$ cat config.mk
export PLATFORM = sky130hd
export DESIGN_NAME = pe_array_controller_flat
export DESIGN_NICKNAME = d
export VERILOG_FILES = /design/src/rtl/pe_array_controller_if.sv /design/src/rtl/pe_array_controller.sv /design/src/flat_wrapper.sv
export SDC_FILE = /design/constraint.sdc
export NUM_CORES = 1
export LEC_CHECK = 0
export CAP_MARGIN = 40
export CORE_AREA = 2 2 55 57
export CTS_BUF_LIST = sky130_fd_sc_hd__clkbuf_2 sky130_fd_sc_hd__clkbuf_4 sky130_fd_sc_hd__clkbuf_8
export CTS_CLUSTER_SIZE = 12
export DETAILED_ROUTE_END_ITERATION = 16
export DIE_AREA = 0 0 57 59
export GPL_ROUTABILITY_DRIVEN = 0
export MAX_ROUTING_LAYER = met4
export PLACE_DENSITY = 0.79
export SETUP_SLACK_MARGIN = 0.1
export SKIP_LAST_GASP = 1
export SLEW_MARGIN = 20
export SYNTH_ARGS = -nofsm -noshare
export SYNTH_HDL_FRONTEND = slang
export SYNTH_SLANG_ARGS = --single-unit
$ cat constraint.sdc
create_clock -name clk -period 3.15 [get_ports clk]
set_input_delay 0.315 -clock clk [delete_from_list [all_inputs] [get_ports clk]]
set_output_delay 0.315 -clock clk [all_outputs]
set_load 0.01 [all_outputs]
$ cat src/rtl/pe_array_controller_if.sv
// Control bundle between the job sequencer / PE array and the PE controller.
// Optional stall_cycles signal exists only when PE_CTRL_STALL_CNT_EN is defined.
interface pe_array_controller_if #(
  parameter int WIN_W = 8
);
  logic             start;
  logic [WIN_W-1:0] num_windows;
  logic             filter_avail;
  logic             ifmap_avail;
  logic             read_new_filter_val;
  logic             read_new_ifmap_val;
  logic             start_conv;
  logic             busy;
  logic             done;
  logic [WIN_W-1:0] window_idx;
`ifdef PE_CTRL_STALL_CNT_EN
  logic [15:0]      stall_cycles;
`endif

  modport master (
    input  start,
    input  num_windows,
    input  filter_avail,
    input  ifmap_avail,
    output read_new_filter_val,
    output read_new_ifmap_val,
    output start_conv,
    output busy,
    output done,
`ifdef PE_CTRL_STALL_CNT_EN
    output stall_cycles,
`endif
    output window_idx
  );

  modport slave (
    output start,
    output num_windows,
    output filter_avail,
    output ifmap_avail,
    input  read_new_filter_val,
    input  read_new_ifmap_val,
    input  start_conv,
    input  busy,
    input  done,
`ifdef PE_CTRL_STALL_CNT_EN
    input  stall_cycles,
`endif
    input  window_idx
  );
endinterface

$ cat src/rtl/pe_array_controller.sv
// PE array controller: filter load, ifmap window loads and conv bursts per job.
// Define PE_CTRL_STALL_CNT_EN to add the saturating stall_cycles counter.
module pe_array_controller #(
  parameter int FILTER_LEN  = 3,
  parameter int IFMAP_LEN   = 3,
  parameter int SLIDE_LEN   = 1,
  parameter int CONV_CYCLES = 3,
  parameter int WIN_W       = 8
) (
  input  logic clk,
  input  logic rst,
  pe_array_controller_if.master ctrl_io
);

  localparam int L1 = (FILTER_LEN > IFMAP_LEN) ? FILTER_LEN : IFMAP_LEN;
  localparam int L2 = (L1 > SLIDE_LEN) ? L1 : SLIDE_LEN;
  localparam int L3 = (L2 > CONV_CYCLES) ? L2 : CONV_CYCLES;
  localparam int CW = $clog2(L3 + 1);

  localparam logic [CW-1:0] FILT_LAST = CW'(FILTER_LEN - 1);
  localparam logic [CW-1:0] CONV_LAST = CW'(CONV_CYCLES - 1);
  localparam logic [CW-1:0] IFMAP_L   = CW'(IFMAP_LEN);
  localparam logic [CW-1:0] SLIDE_L   = CW'(SLIDE_LEN);
  localparam logic [CW-1:0] CNT_ONE   = CW'(1);
  localparam logic [WIN_W-1:0] WIN_ONE = WIN_W'(1);

  typedef enum logic [2:0] {
    IDLE,
    LOAD_FILT,
    LOAD_IFMAP,
    CONV,
    DONE
  } state_e;

  state_e           state_q, state_d;
  logic [CW-1:0]    cnt_q, cnt_d;
  logic [CW-1:0]    load_len_q, load_len_d;
  logic [WIN_W-1:0] nwin_q, nwin_d;
  logic [WIN_W-1:0] widx_q, widx_d;

`ifdef PE_CTRL_STALL_CNT_EN
  logic [15:0] stall_q, stall_d;
`endif

  always_ff @(posedge clk or posedge rst) begin
    if (rst) begin
      state_q    <= IDLE;
      cnt_q      <= '0;
      load_len_q <= IFMAP_L;
      nwin_q     <= WIN_ONE;
      widx_q     <= '0;
    end else begin
      state_q    <= state_d;
      cnt_q      <= cnt_d;
      load_len_q <= load_len_d;
      nwin_q     <= nwin_d;
      widx_q     <= widx_d;
    end
  end

`ifdef PE_CTRL_STALL_CNT_EN
  always_ff @(posedge clk or posedge rst) begin
    if (rst) begin
      stall_q <= '0;
    end else begin
      stall_q <= stall_d;
    end
  end

  assign ctrl_io.stall_cycles = stall_q;
`endif

  always_comb begin
    state_d    = state_q;
    cnt_d      = cnt_q;
    load_len_d = load_len_q;
    nwin_d     = nwin_q;
    widx_d     = widx_q;
`ifdef PE_CTRL_STALL_CNT_EN
    stall_d    = stall_q;
`endif
    ctrl_io.read_new_filter_val = 1'b0;
    ctrl_io.read_new_ifmap_val  = 1'b0;
    ctrl_io.start_conv          = 1'b0;
    ctrl_io.done                = 1'b0;
    ctrl_io.busy                = (state_q != IDLE);

    unique case (1'b1)
      (state_q == IDLE): begin
        if (ctrl_io.start) begin
          nwin_d  = (ctrl_io.num_windows == '0) ? WIN_ONE
                                                : ctrl_io.num_windows;
          widx_d  = '0;
          cnt_d   = '0;
          state_d = LOAD_FILT;
`ifdef PE_CTRL_STALL_CNT_EN
          stall_d = '0;
`endif
        end
      end
      (state_q == LOAD_FILT): begin
        ctrl_io.read_new_filter_val = ctrl_io.filter_avail;
        if (ctrl_io.filter_avail) begin
          if (cnt_q == FILT_LAST) begin
            cnt_d      = '0;
            load_len_d = IFMAP_L;
            state_d    = LOAD_IFMAP;
          end else begin
            cnt_d = cnt_q + CNT_ONE;
          end
        end
`ifdef PE_CTRL_STALL_CNT_EN
        else if (stall_q != 16'hFFFF) begin
          stall_d = stall_q + 16'd1;
        end
`endif
      end
      (state_q == LOAD_IFMAP): begin
        ctrl_io.read_new_ifmap_val = ctrl_io.ifmap_avail;
        if (ctrl_io.ifmap_avail) begin
          if (cnt_q == load_len_q - CNT_ONE) begin
            cnt_d   = '0;
            state_d = CONV;
          end else begin
            cnt_d = cnt_q + CNT_ONE;
          end
        end
`ifdef PE_CTRL_STALL_CNT_EN
        else if (stall_q != 16'hFFFF) begin
          stall_d = stall_q + 16'd1;
        end
`endif
      end
      (state_q == CONV): begin
        ctrl_io.start_conv = 1'b1;
        if (cnt_q == CONV_LAST) begin
          cnt_d = '0;
          if (widx_q == nwin_q - WIN_ONE) begin
            state_d = DONE;
          end else begin
            widx_d     = widx_q + WIN_ONE;
            load_len_d = SLIDE_L;
            state_d    = LOAD_IFMAP;
          end
        end else begin
          cnt_d = cnt_q + CNT_ONE;
        end
      end
      (state_q == DONE): begin
        ctrl_io.done = 1'b1;
        state_d      = IDLE;
      end
      default: begin
        state_d = IDLE;
      end
    endcase
  end

  assign ctrl_io.window_idx = widx_q;

endmodule

$ cat src/flat_wrapper.sv
// flat-port wrapper written by rule: the top's interface ports become plain ports
module pe_array_controller_flat 
#(
  parameter int FILTER_LEN  = 3,
  parameter int IFMAP_LEN   = 3,
  parameter int SLIDE_LEN   = 1,
  parameter int CONV_CYCLES = 3,
  parameter int WIN_W       = 8
)
  (clk, rst, ctrl_io_start, ctrl_io_num_windows, ctrl_io_filter_avail, ctrl_io_ifmap_avail, ctrl_io_read_new_filter_val, ctrl_io_read_new_ifmap_val, ctrl_io_start_conv, ctrl_io_busy, ctrl_io_done, ctrl_io_window_idx);
  pe_array_controller_if #(.WIN_W(WIN_W)) ctrl_io_i ();
  input  logic clk;
  input  logic rst;
  input wire logic [$bits(ctrl_io_i.start)-1:0] ctrl_io_start;
  input wire logic [$bits(ctrl_io_i.num_windows)-1:0] ctrl_io_num_windows;
  input wire logic [$bits(ctrl_io_i.filter_avail)-1:0] ctrl_io_filter_avail;
  input wire logic [$bits(ctrl_io_i.ifmap_avail)-1:0] ctrl_io_ifmap_avail;
  output wire logic [$bits(ctrl_io_i.read_new_filter_val)-1:0] ctrl_io_read_new_filter_val;
  output wire logic [$bits(ctrl_io_i.read_new_ifmap_val)-1:0] ctrl_io_read_new_ifmap_val;
  output wire logic [$bits(ctrl_io_i.start_conv)-1:0] ctrl_io_start_conv;
  output wire logic [$bits(ctrl_io_i.busy)-1:0] ctrl_io_busy;
  output wire logic [$bits(ctrl_io_i.done)-1:0] ctrl_io_done;
  output wire logic [$bits(ctrl_io_i.window_idx)-1:0] ctrl_io_window_idx;
  assign ctrl_io_i.start = ctrl_io_start;
  assign ctrl_io_i.num_windows = ctrl_io_num_windows;
  assign ctrl_io_i.filter_avail = ctrl_io_filter_avail;
  assign ctrl_io_i.ifmap_avail = ctrl_io_ifmap_avail;
  assign ctrl_io_read_new_filter_val = ctrl_io_i.read_new_filter_val;
  assign ctrl_io_read_new_ifmap_val = ctrl_io_i.read_new_ifmap_val;
  assign ctrl_io_start_conv = ctrl_io_i.start_conv;
  assign ctrl_io_busy = ctrl_io_i.busy;
  assign ctrl_io_done = ctrl_io_i.done;
  assign ctrl_io_window_idx = ctrl_io_i.window_idx;
  pe_array_controller #(.FILTER_LEN(FILTER_LEN), .IFMAP_LEN(IFMAP_LEN), .SLIDE_LEN(SLIDE_LEN), .CONV_CYCLES(CONV_CYCLES), .WIN_W(WIN_W)) u_core (.clk(clk), .rst(rst), .ctrl_io(ctrl_io_i));
endmodule
==> key figures <==
Die
  • Io pins: 26
  • Core Footprint: 2710 µm²
  • Die footprint: approximately 3400 µm²
  • Row count: 19
  • Die width: approximately 57 µm
  • Die Ht: 59 µm
  • Starting Density: 0.530

Critical path
  • CP bufs+invs: 1
  • Slowest-stage cell, CP: dfstp_2
  • Largest stage delay, worst path: 0.61 ns
  • Crit. Startpoint: u_core.nwin_q[0]
  • Worst reg2reg startpoint: u_core.nwin_q[0]
  • Worst R2R Path Depth: 8
  • Data arrival time of the critical path: roughly 2.8 ns
  • CP Capture Type: flop
  • Crit path top cell by count: o21bai_1
  • Worst EP required: 3.41 ns
  • R2R setup slack: around 0.56 ns
  • Critical Path Sink: u_core.ctrl_io.window_idx[0]
  • Critical-path cell list: inv_1 > ha_1 > o21bai_1 > a211oi_1 > o21bai_2 > a2111oi_4 > o21bai_1 > mux2_2
  • CP Max Fanout: 10
  • Worst setup SP type: flop
  • Worst reg2reg endpoint: u_core.ctrl_io.window_idx[0]
  • CP delay by family, top: compound AO/OA/AOI/OAI gates
  • Logic depth of the worst path, buffers included: 8
  • Worst setup path class: reg -> reg

Yosys
  • Synthesized instance count: between 150 and 200
  • Synth area leaders: dfrtp_1 35%, mux2_2 6.3%, ha_1 4.4%, xor2_1 4.3%, o21ai_0 4.2%
  • Yosys warns: 0
  • Share of the yosys chip area belonging to registers: 0.385
  • Synth async-reset ratio: 1.00
  • #FFs+latches synth: 22
  • Syn_nets: about 170
  • Mean Syn Cell Area: a little over 9 µm²
  • Post-Syn Area: approximately 1400 µm²
  • Ys flop type: dfrtp_1
  • Area leader, netlist: dfrtp_1
  • Number of synthesized flops with an enable pin: 0
  • Yosys cell types: 40
  • Area share of the largest cell type after synthesis: 0.348

Clocking
  • Clock latency on the worst-skew pair: between 0.3 and 0.4 ns
  • Max clock buf depth: 2
  • Setup bufs post-CTS: 0
  • Root Driver: clkbuf_4
  • Number of gates resized after cts: 0
  • TritonCTS Buffers: 3
  • Sink Count: 22
  • Worst-path clk slew: approximately 0.14 ns
  • CTS Hold Buffers Added: 0
  • H-tree Lvls: 1
  • CTS tree: built

Drt
  • Detailed Route WL: around 3400 µm
  • Via Count: approximately 1300
  • Routed wire per std cell: roughly 16 µm
  • Post-route ant nets: 0
  • Post-DR vias/cell: 6.03
  • DR pass1 iterations: 4
  • # DRC: 0
  • DR iter-0 viols: 30

Place
  • Post-DP HPWL: 2520 µm
  • Number of port buffers: 25
  • Dpl cells: a little over 200
  • DP Worst Slack: 0.620 ns
  • Placement Cell Area: between 1500 and 2000 µm²

STA
  • Fin. max-slew vios: 0
  • Slew margin rel.: 0.648
  • Hold Violations, Final: 0
  • Final worst-path cycle share: 0.821
  • Final setup fails: 0
  • Setup ws final: about 0.56 ns
  • Max Fclk: slightly below 400 MHz
  • RSZ-0062 raised after global routing: false
  • Slew @ Worst Pin: 0.528 ns
  • Final Critical Period: between 2 and 3 ns
  • Final TNS setup: 0 ns
  • Worst Skew: between 0.015 and 0.02 ns

Power
  • Power Total: ~1500 µW
  • Static Leak: ~0.00073 µW
  • Pwr per Cell Area: ~860 nW/µm²
  • Worst vdd ir: between 0.6 and 0.7 mV

Global routing
  • Antenna violations before repair: 0
  • GRT overflow: 0
  • Gr usage total: 0.224
  • Number of global-route vias before repair: roughly 1300
  • Largest net degree at the start of global routing: 23
  • First-pass GRT wire length: approximately 5700 µm

Finish
  • Antenna diodes: 0
  • Share of cells above drive strength 1: 0.111
  • Non-filler cells, final: roughly 210
  • Final nets: 199
  • # fillers: between 200 and 250
  • Design Area, Final: roughly 1800 µm²
  • Syn-to-layout area delta: 24.9%

Status
  • Outcome: complete, no violations

Job
  • Maximum Capacitance Violations: 0

Min path
  • Hold Crit Class: in -> async
## area by class of cell
class	count	area [µm²]	share of cell area
timing repair buffer	27	285	0.159
tap	31	38.8	0.0216
sequential	22	553	0.308
clock buffer	3	22.5	0.0125
multi-input combinational	116	825	0.459
inverter	11	41.3	0.0230
clock inverter	1	30.0	0.0167
## where the power goes
part | switching [µW] | internal, µW | leakage [µW]
Sequential | 190 | 401 | 0.000270
Combinational | 354 | 373 | 0.000432
Clock | 92.5 | 129 | 0.0000279
## cell families (layout without fill, tap and decap cells)
kind of cell               Yosys count  after routing  share of synthesized area
AOI/OAI and AO/OA                   38             38                      0.185
xor gates and xnor gates             9              9                     0.0548
adders and majority gates            5              5                     0.0435
buffers and inverters               16             42                     0.0418
DFF                                 22             22                      0.385
muxes                                8              8                     0.0627
and+or+nand+nor                     56             56                      0.227
## cell usage in the layout, fill, tap and decap left out, types with 2 or more instances in the layout
| cell type | synthesis | layout |
|---|---|---|
| xnor2_1 | 2 | 2 |
| dfstp_2 | 2 | 2 |
| ha_1 | 5 | 5 |
| nand2b_1 | 4 | 4 |
| a211oi_1 | 2 | 2 |
| and3_1 | 2 | 2 |
| nor2_1 | 11 | 11 |
| or4_1 | 2 | 2 |
| nand4_1 | 5 | 5 |
| a21oi_1 | 10 | 10 |
| inv_1 | 11 | 11 |
| dfrtp_1 | 20 | 20 |
| nand3_1 | 2 | 2 |
| xor2_1 | 7 | 7 |
| nor3_1 | 5 | 5 |
| o21bai_1 | 2 | 2 |
| o31a_1 | 2 | 2 |
| nor2b_1 | 2 | 2 |
| nand2_1 | 7 | 7 |
| nor3b_1 | 4 | 4 |
| o21ai_0 | 12 | 12 |
| mux2_2 | 8 | 8 |
| clkbuf_4 | 0 | 3 |
| or3_1 | 6 | 6 |
| clkdlybuf4s50_1 | 0 | 25 |
## state kept, by name, indices dropped and copies added (netlist names)
register,cells
u_core.load_len_q,1
u_core.cnt_q,2
u_core.nwin_q,8
u_core.state_q,3
u_core.ctrl_io.window_idx,8
## stage by stage
step | utilization | hold slack [ns]
2_1_floorplan | - | 0.303
3_3_place_gp | 0.633 | 0.520
3_5_place_dp | 0.633 | 0.528
4_1_cts | 0.652 | 0.477
5_1_grt | 0.663 | 0.182
6_report | 0.663 | 0.179
## per-layer routing
layer,up-vias,global-route usage,share of wire
met3,9,0.0240,0.034
met4,0,0.0997,0.021
met1,619,0.255,0.40
met5,-,-,0
li1,610,-,-
met2,34,0.399,0.54
## how the worst min path moves through the flow
stage	from	end	slack [ns]
floorplan	rst	u_core.cnt_q[0]	0.30
global placement	u_core.nwin_q[7]	u_core.nwin_q[7]	0.52
detailed placement	u_core.load_len_q[1]	u_core.load_len_q[1]	0.53
CTS	rst	u_core.state_q[0]	0.48
global route	rst	u_core.nwin_q[3]	0.18
finish	rst	u_core.nwin_q[3]	0.18
## cell usage after synthesis, types with 4 or more instances
cell type,count
clkbuf_1,5
nor3b_1,4
mux2_2,8
nor2_1,11
or3_1,6
dfrtp_1,20
a21oi_1,10
inv_1,11
o21ai_0,12
nand2_1,7
xor2_1,7
nand2b_1,4
nand4_1,5
nor3_1,5
ha_1,5
Power figures use the tool's default switching activity.
